==> config.mk <==
export PLATFORM = sky130hd
export DESIGN_NAME = l1_line_ctrl
export DESIGN_NICKNAME = d
export VERILOG_FILES = /design/src/rtl/l1_line_ctrl.sv
export SDC_FILE = /design/constraint.sdc
export NUM_CORES = 1
export LEC_CHECK = 0
export BUFFER_PORTS_ARGS = -buffer_cell sky130_fd_sc_hd__buf_2
export CAP_MARGIN = 10
export CORE_ASPECT_RATIO = 2
export CORE_MARGIN = 1
export CORE_UTILIZATION = 44
export DETAILED_ROUTE_END_ITERATION = 6
export PLACE_DENSITY = 0.69
export SLEW_MARGIN = 20
export SYNTH_ARGS = -nofsm -noshare
export SYNTH_HDL_FRONTEND = slang
export SYNTH_SLANG_ARGS = --single-unit
export TNS_END_PERCENT = 20
==> constraint.sdc <==
create_clock -name clk -period 6.59 [get_ports clk]
set_input_delay 1.6475 -clock clk [delete_from_list [all_inputs] [get_ports clk]]
set_output_delay 1.6475 -clock clk [all_outputs]
set_load 0.01 [all_outputs]
==> src/rtl/l1_line_ctrl.sv <==
// Purpose: sequences L1 single, refill and writeback requests into single-beat bus request/ack transactions.
// Latency: bus_req rises 1 cycle after a request (2 for writeback); trans_rdy/bus_error pulse 1 cycle after the final ack/err.
// Backpressure: the bus stalls by withholding bus_ack; a stall of TIMEOUT cycles with bus_req high faults the access.
module l1_line_ctrl #(
  parameter int LINE_BEATS = 16,
  parameter int TIMEOUT    = 255
) (
  input  logic        clk,
  input  logic        rst,
  input  logic        read_req,
  input  logic        write_through_req,
  input  logic        read_line_req,
  input  logic        write_line_req,
  input  logic [3:0]  L1_size,
  input  logic [63:0] pa,
  input  logic [63:0] wt_data,
  output logic [63:0] line_data,
  output logic [10:0] addr_count,
  output logic        line_write,
  output logic        cache_entry_refill,
  output logic        trans_rdy,
  output logic        bus_error,
  output logic        bus_req,
  output logic        bus_we,
  output logic [63:0] bus_addr,
  output logic [3:0]  bus_size,
  output logic [63:0] bus_wdata,
  input  logic [63:0] bus_rdata,
  input  logic        bus_ack,
  input  logic        bus_err
);

  // Byte offset width of one line: LINE_BEATS beats of 8 bytes each.
  localparam int          BEAT_W    = $clog2(LINE_BEATS);
  localparam int          OFF_W     = BEAT_W + 3;
  localparam logic [10:0] LAST_BEAT = 11'(LINE_BEATS - 1);
  localparam logic [7:0]  TMO_LAST  = 8'(TIMEOUT - 1);
  localparam logic [3:0]  SIZE_BEAT = 4'b1000;

  typedef enum logic [2:0] {
    IDLE,
    SGL,
    LRD,
    WFETCH,
    WBUS,
    DONE,
    ERR
  } state_t;

  state_t      state;
  logic [10:0] beat;
  logic [63:0] base;
  logic [7:0]  tmo;

  logic [63:0] line_base;
  logic [10:0] beat_nxt;
  logic [63:0] beat_off;
  logic [63:0] beat_nxt_off;
  logic        tmo_hit;

  // Line-aligned base of the request address and byte offsets of the current / next beat.
  assign line_base    = {pa[63:OFF_W], {OFF_W{1'b0}}};
  assign beat_nxt     = beat + 11'd1;
  assign beat_off     = {50'b0, beat, 3'b0};
  assign beat_nxt_off = {50'b0, beat_nxt, 3'b0};

  // The cycle that would make bus_req's high time reach TIMEOUT without a response.
  assign tmo_hit = (tmo == TMO_LAST);

  // Sequencer: one state register; every L1-side and bus-side output is registered here.
  always_ff @(posedge clk) begin
    if (rst) begin
      state              <= IDLE;
      beat               <= '0;
      base               <= '0;
      tmo                <= '0;
      line_data          <= '0;
      addr_count         <= '0;
      line_write         <= 1'b0;
      cache_entry_refill <= 1'b0;
      trans_rdy          <= 1'b0;
      bus_error          <= 1'b0;
      bus_req            <= 1'b0;
      bus_we             <= 1'b0;
      bus_addr           <= '0;
      bus_size           <= '0;
      bus_wdata          <= '0;
    end else begin
      // Pulses last one cycle; the stall counter restarts unless a stalled beat keeps it running.
      line_write         <= 1'b0;
      cache_entry_refill <= 1'b0;
      trans_rdy          <= 1'b0;
      bus_error          <= 1'b0;
      tmo                <= '0;

      case (state)
        IDLE: begin
          // Line operations outrank single accesses; writeback outranks refill so a
          // victim is flushed before its slot is overwritten.
          if (write_line_req) begin
            state      <= WFETCH;
            beat       <= '0;
            addr_count <= '0;
            base       <= line_base;
          end else if (read_line_req) begin
            state      <= LRD;
            beat       <= '0;
            addr_count <= '0;
            base       <= line_base;
            bus_req    <= 1'b1;
            bus_we     <= 1'b0;
            bus_addr   <= line_base;
            bus_size   <= SIZE_BEAT;
          end else if (write_through_req || read_req) begin
            state      <= SGL;
            beat       <= '0;
            addr_count <= '0;
            bus_req    <= 1'b1;
            bus_we     <= write_through_req;
            bus_addr   <= pa;
            bus_size   <= L1_size;
            bus_wdata  <= wt_data;
          end
        end

        SGL, LRD, WBUS: begin
          if (bus_err || (!bus_ack && tmo_hit)) begin
            // Failing beat: no line_write, no refill pulse, just the error pulse.
            state     <= ERR;
            bus_req   <= 1'b0;
            bus_error <= 1'b1;
          end else if (!bus_ack) begin
            tmo <= tmo + 8'd1;
          end else if (state == SGL) begin
            if (!bus_we) begin
              line_data <= bus_rdata;
            end
            state     <= DONE;
            trans_rdy <= 1'b1;
            bus_req   <= 1'b0;
          end else if (state == LRD) begin
            // Refill beats stream back-to-back: bus_req stays high and the address advances per ack.
            line_data  <= bus_rdata;
            addr_count <= beat;
            line_write <= 1'b1;
            beat       <= beat_nxt;
            if (beat == LAST_BEAT) begin
              state              <= DONE;
              trans_rdy          <= 1'b1;
              cache_entry_refill <= 1'b1;
              bus_req            <= 1'b0;
            end else begin
              bus_addr <= base + beat_nxt_off;
            end
          end else begin
            // Writeback beat accepted: drop the bus and present the next SRAM index.
            bus_req <= 1'b0;
            if (beat == LAST_BEAT) begin
              state     <= DONE;
              trans_rdy <= 1'b1;
            end else begin
              beat       <= beat_nxt;
              addr_count <= beat_nxt;
              state      <= WFETCH;
            end
          end
        end

        WFETCH: begin
          // addr_count has been on the SRAM for a cycle; its data is captured as the write beat.
          state     <= WBUS;
          bus_req   <= 1'b1;
          bus_we    <= 1'b1;
          bus_addr  <= base + beat_off;
          bus_size  <= SIZE_BEAT;
          bus_wdata <= wt_data;
        end

        DONE: begin
          state <= IDLE;
        end

        ERR: begin
          state <= IDLE;
        end

        default: begin
          state   <= IDLE;
          bus_req <= 1'b0;
        end
      endcase
    end
  end

endmodule

==> results.py <==
metrics = {
    "status": {
        "status": "completed",
    },
    "final_layout": {
        "drive_gt1_frac": 0.244,
        "fin_area_sq_mm": 0.0162,
        "fin_nets": 2258,
        "multi_input_area_sq_mm": 0.00668,
        "final_cells": 2423,
        "seq_area_sq_mm": 0.00585,
        "areaGrowthSynthToFinish_pct": 24.4,
        "fill_cells": 2840,
    },
    "clocking": {
        "clkSinkCount": 292,
        "cts_tree": "built",
        "cts_resized": 0,
        "cts_max_level": 1,
        "clkLatencyLatePin_ns": 0.55,
        "cts_max_path_buffers": 3,
        "holdBufCountCts": 0,
        "clk_pin_slew_worst_paths_ns": 0.06,
        "cts_setup_buffers": 0,
        "cts-root-buf": "clkbuf_16",
        "cts_buffers": 27,
    },
    "setup_path": {
        "crit_buf_inv": 0,
        "max_stage_delay_ns": 0.69,
        "crit_type": "reg -> reg",
        "worstSetupStartpointType": "flip-flop",
        "arrival_ns": 5.15,
        "worst_ep_required_time_ns": 7.06,
        "critical_path.cell_chain": "nand2_1 -> nor2_1 -> nor2_1 -> xor2_1 -> ha_1 -> o211ai_1 -> o211ai_1 -> nand4_1 -> or4_1 -> a2111oi_1 -> a311o_1",
        "worstSetupEndpointType": "flip-flop",
        "crit_family": "simple AND/OR/NAND/NOR gates",
        "cp_max_fo": 18,
        "slowest_stage": "dfxtp_1",
    },
    "timing": {
        "relSlewSlack": 0.239,
        "grt_setup_unrepaired": "false",
        "timing.final.ws_setup_ns": 1.92,
        "finalSetupTns_ns": 0,
        "fmax_mhz": 214,
        "tightest_slew_ns": 1.13,
        "finClkSkew_ns": 0.0239,
        "fin_crit_sh": 0.709,
        "post-route-min-period_ns": 4.67,
        "hold_viol_final": 0,
        "hold_ws_ns": 0.451,
        "slew_viol_final": 0,
        "setup_viol": 0,
    },
    "worst_hold_path": {
        "min_path_type": "reg -> reg",
    },
    "yosys": {
        "synth_top_cells_by_area": "dfxtp_1 45%, nand2_1 14%, a21oi_1 9.2%",
        "ys_ff_latch": 292,
        "synth-edff-count": 0,
        "syn_avg_cell_area_sq_um": 7.64,
        "syn_nets": 1917,
        "netlist.top_cell.by_area": "dfxtp_1",
        "synth.distinct_cells": 62,
        "netlist_instances": 1702,
        "seq_area_frac_synth": 0.450,
        "synth_warnings": 0,
        "syn_area_sq_mm": 0.0130,
        "synth.top_cell.area_share": 0.450,
        "ys.flop_type": "dfxtp_1",
        "async_flop_share": 0,
    },
    "floorplan": {
        "dieArea_sq_mm": 0.0303,
        "rows": 88,
        "core_area_sq_mm": 0.0290,
        "chipHeight_microns": 245,
        "die_w_microns": 124,
        "initial_core_util": 0.449,
        "ios": 417,
    },
    "pwr": {
        "powerDensity_mw_per_mm2": 418,
        "p_switching_uw": 2810,
        "vdd.ir_drop.worst_v": 0.000284,
        "p_seq_frac": 0.371,
        "cellLeakagePower_uw": 0.00662,
        "p_int_uw": 3950,
        "p_comb_frac": 0.391,
        "power_frac_clock": 0.238,
        "switching_share": 0.416,
    },
    "placed_design": {
        "place_ws_ns": 1.98,
        "dp.cells": 2374,
        "post-dp-hpwl_mm": 32.4,
        "portBuffers": 416,
        "dpl_cell_area_sq_mm": 0.0153,
        "gp_congestion": 0.935,
    },
    "drt": {
        "wl_mm": 44.8,
        "wl_per_cell_microns": 18.5,
        "via_per_inst": 5.56,
        "drc": 0,
        "ant_nets": 0,
        "drt_iter0_drc": 849,
        "via_count": 13500,
        "drtPass1Iterations": 5,
    },
    "global_routing": {
        "antenna_found_initial": 2,
        "grt_use_total": 0.291,
        "grt-ovfl-total": 0,
        "first_global_vias": 13100,
        "grt_start_max_net_pins": 101,
        "grt_pass1_wl_mm": 69.0,
    },
    "run": {
        "maxCapViolCount": 0,
    },
}
## synthesized netlist by cell type (19+ instances only)
library cell	n
nand2_1	469
or3_1	26
a21oi_1	239
nand3_1	56
o21ai_0	40
nor2_1	95
nand4_1	28
nor3_1	23
a211oi_1	19
xnor2_1	33
clkbuf_1	113
xor2_1	26
dfxtp_1	292
## final timing paths
kind | startpoint | endpoint | slack (ns) | cells past startpoint
worst max-delay path | state[1] | bus_addr[60] | 1.92 | 11
worst min-delay path | line_data[2] | line_data[2] | 0.45 | 2
worst max register to register | state[1] | bus_addr[60] | 1.92 | 11
worst min register to register | line_data[2] | line_data[2] | 0.45 | 2
## routing by layer
layer	vias to the layer above	share of wire	track usage
li1	6546	-	-
met1	6219	0.36	0.310
met2	589	0.52	0.530
met3	120	0.071	0.0551
met4	2	0.049	0.151
met5	-	0.00038	0
## worst register-to-register path, delay by kind of cell, from the launching register on
family	cells	cell delay, ns
AND/OR/NAND/NOR	5	2.33
AO/OA/AOI/OAI	4	1.07
flip-flops	1	0.69
adder cells (fa/ha/maj)	1	0.35
XOR/XNOR	1	0.17
## through the flow
| stage | util | total power (uW) |
|---|---|---|
| after CTS | 0.558 | 6770 |
| final | 0.558 | 6750 |
| after floorplan | - | 4160 |
| after global placement | 0.527 | 5120 |
| after detailed placement | 0.527 | 5160 |
| after global routing | 0.558 | 7160 |
## cells by family (layout without fill, tap and decap cells)
| group | Yosys count | in the layout | synth area share |
|---|---|---|---|
| buf+inv | 138 | 498 | 0.0400 |
| other cells | 0 | 1 | 0 |
| mux | 5 | 5 | 0.00385 |
| fa+ha+maj | 11 | 11 | 0.0112 |
| xor+xnor | 59 | 59 | 0.0398 |
| flops | 292 | 292 | 0.450 |
| compound gates | 412 | 412 | 0.190 |
| simple gates | 785 | 785 | 0.265 |
## final cells by class
cell class	count	area share
antenna	1	0.000155
timing repair buffer	435	0.138
multi-input combinational	1272	0.413
tap	360	0.0279
clock buffer	37	0.0485
inverter	15	0.00348
sequential	292	0.362
clock inverter	11	0.00681
## flip-flops by register name, indices dropped and copies added (netlist names)
| register | count |
|---|---|
| line_data | 64 |
| line_write | 1 |
| cache_entry_refill | 1 |
| bus_size | 4 |
| beat | 11 |
| bus_req | 1 |
| bus_error | 1 |
| trans_rdy | 1 |
| bus_we | 1 |
| state | 3 |
| addr_count | 11 |
| bus_addr | 64 |
| tmo | 8 |
| bus_wdata | 64 |
| base | 57 |
## layout by cell type, fill, tap and decap left out, types with 9 or more instances in the layout
cell type  Yosys  routed
xnor2_1       33      33
nor3_1        23      23
nand4_1       28      28
and3_1        14      14
nand2_1      469     468
and2_1        12      12
nor2_1        95      92
a311oi_1       9       9
buf_2          1     415
a211oi_1      19      19
nor4_1        18      18
o21ai_0       40      40
dfxtp_1      292     292
nand2b_1      13      12
or3_1         26      26
inv_1         15      14
xor2_1        26      26
ha_1          10      10
nand3_1       56      56
a31oi_1        9       9
o211ai_1      14      14
a21oi_1      239     238
buf_4          0      19
clkbuf_16      0      27
o221ai_1      16      16
## power groups by stage
stage	clock network, uW	registers (uW)	logic [uW]
final	1610	2500	2640
after detailed placement	0	2530	2630
after CTS	1640	2500	2640
after floorplan	0	2580	1580
after global routing	1700	2550	2900
after global placement	0	2520	2600
Note: power is estimated with default switching activity, not from simulation.
